--- config.mk ---
export PLATFORM = sky130hd
export DESIGN_NAME = pipe_reg_flat
export DESIGN_NICKNAME = d
export VERILOG_FILES = /design/src/rtl/pipe_reg_if.sv /design/src/rtl/pipe_reg.sv /design/src/flat_wrapper.sv
export SDC_FILE = /design/constraint.sdc
export NUM_CORES = 1
export LEC_CHECK = 0
export ABC_AREA = 1
export CAP_MARGIN = 20
export CORE_MARGIN = 3
export CORE_UTILIZATION = 50
export CTS_CLUSTER_DIAMETER = 50
export CTS_CLUSTER_SIZE = 30
export DETAILED_ROUTE_END_ITERATION = 12
export PLACE_DENSITY = 0.81
export SLEW_MARGIN = 15
export SYNTH_ARGS = -nofsm -noshare
export SYNTH_HDL_FRONTEND = slang
export SYNTH_SLANG_ARGS = --single-unit
--- constraint.sdc ---
create_clock -name clk -period 4 [get_ports clk]
set_input_delay 0.8 -clock clk [delete_from_list [all_inputs] [get_ports clk]]
set_output_delay 0.8 -clock clk [all_outputs]
set_load 0.02 [all_outputs]
--- src/rtl/pipe_reg_if.sv ---
// Handshake bundle for pipe_reg: upstream valid/ready/data in, downstream valid/ready/data out.
interface pipe_reg_if #(parameter int n = 32);
  logic         in_valid;
  logic         in_ready;
  logic [n-1:0] d;
  logic         out_valid;
  logic         out_ready;
  logic [n-1:0] q;

  // master: the surrounding datapath; slave: the pipeline register itself
  modport master (output in_valid, d, out_ready, input in_ready, out_valid, q);
  modport slave  (input in_valid, d, out_ready, output in_ready, out_valid, q);
endinterface

--- src/rtl/pipe_reg.sv ---
// Elastic pipeline register: depth stages of n bits with per-stage valid,
// valid/ready on both ends, bubble collapsing, global stall and flush.
module pipe_reg #(
  parameter int n     = 32,
  parameter int depth = 2
) (
  input  logic                       clk,
  input  logic                       reset,
  input  logic                       enable,
  input  logic                       flush,
  pipe_reg_if.slave                  bus,
  output logic [$clog2(depth+1)-1:0] count
);

  localparam int cw = $clog2(depth + 1);

  logic [n-1:0]     data     [depth];
  logic [n-1:0]     src_data [depth];
  logic [depth-1:0] valid;
  logic [depth-1:0] acc;
  logic [depth-1:0] src_valid;
  logic             run;

  // Accept chain scanned from the output end through a running term,
  // so acc is never read back inside its own process.
  always_comb begin
    logic a;
    a   = ~valid[depth-1] | bus.out_ready;
    acc = '0;
    acc[depth-1] = a;
    for (int unsigned k = 1; k < depth; k++) begin
      a = ~valid[depth-1-k] | a;
      acc[depth-1-k] = a;
    end
  end

  always_comb begin
    src_valid[0] = bus.in_valid;
    src_data[0]  = bus.d;
    for (int unsigned k = 1; k < depth; k++) begin
      src_valid[k] = valid[k-1];
      src_data[k]  = data[k-1];
    end
  end

  assign run           = enable & ~flush & ~reset;
  assign bus.in_ready  = acc[0] & run;
  assign bus.out_valid = valid[depth-1] & run;
  assign bus.q         = data[depth-1];
  assign count         = cw'($countones(valid));

  always_ff @(posedge clk) begin
    if (reset) begin
      valid <= '0;
      for (int unsigned k = 0; k < depth; k++) data[k] <= '0;
    end else if (flush) begin
      valid <= '0;
    end else if (enable) begin
      for (int unsigned k = 0; k < depth; k++) begin
        if (acc[k]) begin
          valid[k] <= src_valid[k];
          if (src_valid[k]) data[k] <= src_data[k];
        end
      end
    end
  end

endmodule

--- src/flat_wrapper.sv ---
// flat-port wrapper written by rule: the top's interface ports become plain ports
module pipe_reg_flat 
#(
  parameter int n     = 32,
  parameter int depth = 2
)
  (clk, reset, enable, flush, count, bus_in_valid, bus_d, bus_out_ready, bus_in_ready, bus_out_valid, bus_q);
  pipe_reg_if #(.n(n)) bus_i ();
  input  logic clk;
  input  logic reset;
  input  logic enable;
  input  logic flush;
  output logic [$clog2(depth+1)-1:0] count;
  input wire logic [$bits(bus_i.in_valid)-1:0] bus_in_valid;
  input wire logic [$bits(bus_i.d)-1:0] bus_d;
  input wire logic [$bits(bus_i.out_ready)-1:0] bus_out_ready;
  output wire logic [$bits(bus_i.in_ready)-1:0] bus_in_ready;
  output wire logic [$bits(bus_i.out_valid)-1:0] bus_out_valid;
  output wire logic [$bits(bus_i.q)-1:0] bus_q;
  assign bus_i.in_valid = bus_in_valid;
  assign bus_i.d = bus_d;
  assign bus_i.out_ready = bus_out_ready;
  assign bus_in_ready = bus_i.in_ready;
  assign bus_out_valid = bus_i.out_valid;
  assign bus_q = bus_i.q;
  pipe_reg #(.n(n), .depth(depth)) u_core (.clk(clk), .reset(reset), .enable(enable), .flush(flush), .bus(bus_i), .count(count));
endmodule
==> results of run 1 <==
[path summary, 6_finish.rpt]
path,end,startpoint,slack (ns),cells past startpoint
setup / recovery,bus_in_ready,flush,0.59,7
hold / removal,u_core.data[0][55],u_core.data[0][23],0.55,2
setup reg to reg,u_core.data[0][46],u_core.valid[0],2.06,4
hold reg to reg,u_core.data[0][55],u_core.data[0][23],0.55,2
[cell families after synthesis]
| kind of cell | synth area share, % |
|---|---|
| adders and majority gates | 0.3907 |
| buffers and inverters | 19.93 |
| and+or+nand+nor | 2.306 |
| DFF | 61.27 |
| AOI/OAI and AO/OA | 16.10 |
[cell type report]
class,instances,area share [%]
clock inverter,5,0.5512
clock buffer,11,3.405
sequential,66,50.84
timing repair buffer,76,19.84
inverter,69,6.712
multi-input combinational,83,16.21
tap,75,2.432
[report_power, final]
part           internal, mW  switching, mW
logic                0.0697         0.0745
registers             0.793        0.00926
clock network         0.217          0.225
total                  1.08          0.309
[registers in the layout (all words and copies together), names as in the netlist]
register	count
u_core.data	64
u_core.valid	2
[cell usage in the layout (no fill, tap or decap)]
cell type	instances
inv_2	1
nand3_4	1
clkbuf_8	9
clkinv_1	3
clkbuf_1	2
nand2_1	7
buf_12	1
nor2_2	2
ha_1	1
nand3_1	4
dfxtp_1	2
nand4_1	1
nor2_1	1
a31oi_1	1
a21oi_2	49
o21ai_4	1
inv_1	68
clkinv_2	2
a21oi_1	15
edfxtp_1	64
clkdlybuf4s50_1	73
buf_4	2
[worst max-delay path, stage by stage]
cell and delay (ns):
clkdlybuf4s50_1 0.51, inv_2 0.08, nand2_1 0.06, nor2_2 0.19, inv_1 0.12, a31oi_1 0.19, clkdlybuf4s50_1 0.65
[cells in the mapped netlist]
cell type | number | area share (%)
inv_2 | 1 | 0.12
o21ai_0 | 1 | 0.16
edfxtp_1 | 64 | 60
clkbuf_1 | 2 | 0.23
buf_4 | 33 | 7.7
nor2_2 | 2 | 0.39
a21oi_2 | 49 | 13
nand2_1 | 7 | 0.82
buf_6 | 11 | 3.9
inv_1 | 68 | 8.0
nand3_1 | 5 | 0.78
dfxtp_1 | 2 | 1.3
nand4_1 | 1 | 0.20
ha_1 | 1 | 0.39
nor2_1 | 1 | 0.12
a31oi_1 | 1 | 0.20
a21oi_1 | 15 | 2.3
[per-layer routing]
layer  track usage, %  up-vias  part of all wire [%]
li1                 -      905                     -
met2            25.09       53                    53
met3            4.707       12                   6.5
met1            16.48      839                    38
met5                0        -                     0
met4            8.345        0                   2.5
[stage by stage]
stage / power [mW] / worst slack [ns] / std cells / util, % / instance area, um^2
3_3_place_gp: 0.9573 / 0.7931 / 369 / 61.15 / 3706
3_5_place_dp: 0.9631 / 0.6177 / 369 / 61.15 / 3706
6_report: 1.388 / 0.5947 / 385 / 63.67 / 3859
5_1_grt: 1.450 / 0.5379 / 385 / 63.67 / 3859
2_1_floorplan: 0.9048 / 0.2562 / 264 / - / 3202
4_1_cts: 1.399 / 0.6219 / 385 / 63.67 / 3859
==> run metrics, run 1 <==
RSZ-0062 raised after global routing no; crit path time final 3.405 ns; Initial Util 52.83%; fmax 293.7 MHz; Fin Setup TNS 0 ns; post-CTS setup buffers 0; Cell Area, Synth 3202 um^2; CTS tree done; post-CTS resize count 0; CTS clk-pin slew, worst paths 0.06 ns; largest net degree at the start of global routing 66; core footprint 6061 um^2; GP Congestion 0.7525; Synth cell types 17; Worst VDD drop 0.2470 mV; n_diodes 0; hold_ws 0.5547 ns; Die ar. 7399 um^2; FP Rows 28; post-synthesis sequential area ratio 61.27%; syn avg cell area 12.13 um^2; Critical Path AT 2.61 ns; clk root buf clkbuf_8; I/O Buffers 73; die span in x 86.02 um; worst min path class register to register; endpoint class of the critical path output pin; Syn-to-layout area delta 20.52%; Via-to-Cell Ratio 4.699; remaining global-route overflow 0; IO Pins 74; CP Launch Type primary input; Avg WL per Cell 12.95 um; via count 1809; Post-Syn Nets 303; Final Hold Fails 0; DR DRC count 0; die height 86.02 um; Tcrit/Tclk final 85.13%; Total Nets Final 344; Tot GR Track Use 14.84%; synth warn 0; Least-Margin Pin Slew 1.010 ns; leakage power 1.502 nW; Num CTS Buffers 9; Clock Skew 0.006417 ns; number of global-route vias before repair 1832; DP Wirelength 3331 um; max_slew headroom 32.38%; Worst-Skew Late Latency 0.33 ns; hold_buf cts 0; kind of critical path primary input to output pin; status finished, final reports clean; CP Max Fanout 3; share of cells above drive strength 1 21.94%; first-pass GRT wire length 8321 um; H-tree levels 3; Routed Antenna Nets 0; FILL cells 480; PD cells 359.8 nW/um^2; Synth Register Bits 66; WL final 4986 um; Clock Sinks 66; area occupied by multi-input gates 625.6 um^2; Mapped Cells 264; Final Slew Violations 0; Setup Viol. Count Final 0; MaxCap Viol Count 0; DR pass1 iterations 4; Worst EP required 3.20 ns; Longest Clk Path Bufs 2; FF+latch area 1962 um^2; DR iter-0 viols 88; initial antenna violation count 0
Power figures use the tool's default switching activity.
==> run 2: changes to the inputs <==
HOLD_SLACK_MARGIN = 0.06   (was default)
==> results of run 2 <==
No change in the layout: final DEF, timing and power equal those of run 1.
==> run 3: changes to the inputs <==
SLEW_MARGIN = 20   (was 15)
==> results of run 3 <==
No change in the layout: final DEF, timing and power equal those of run 1.
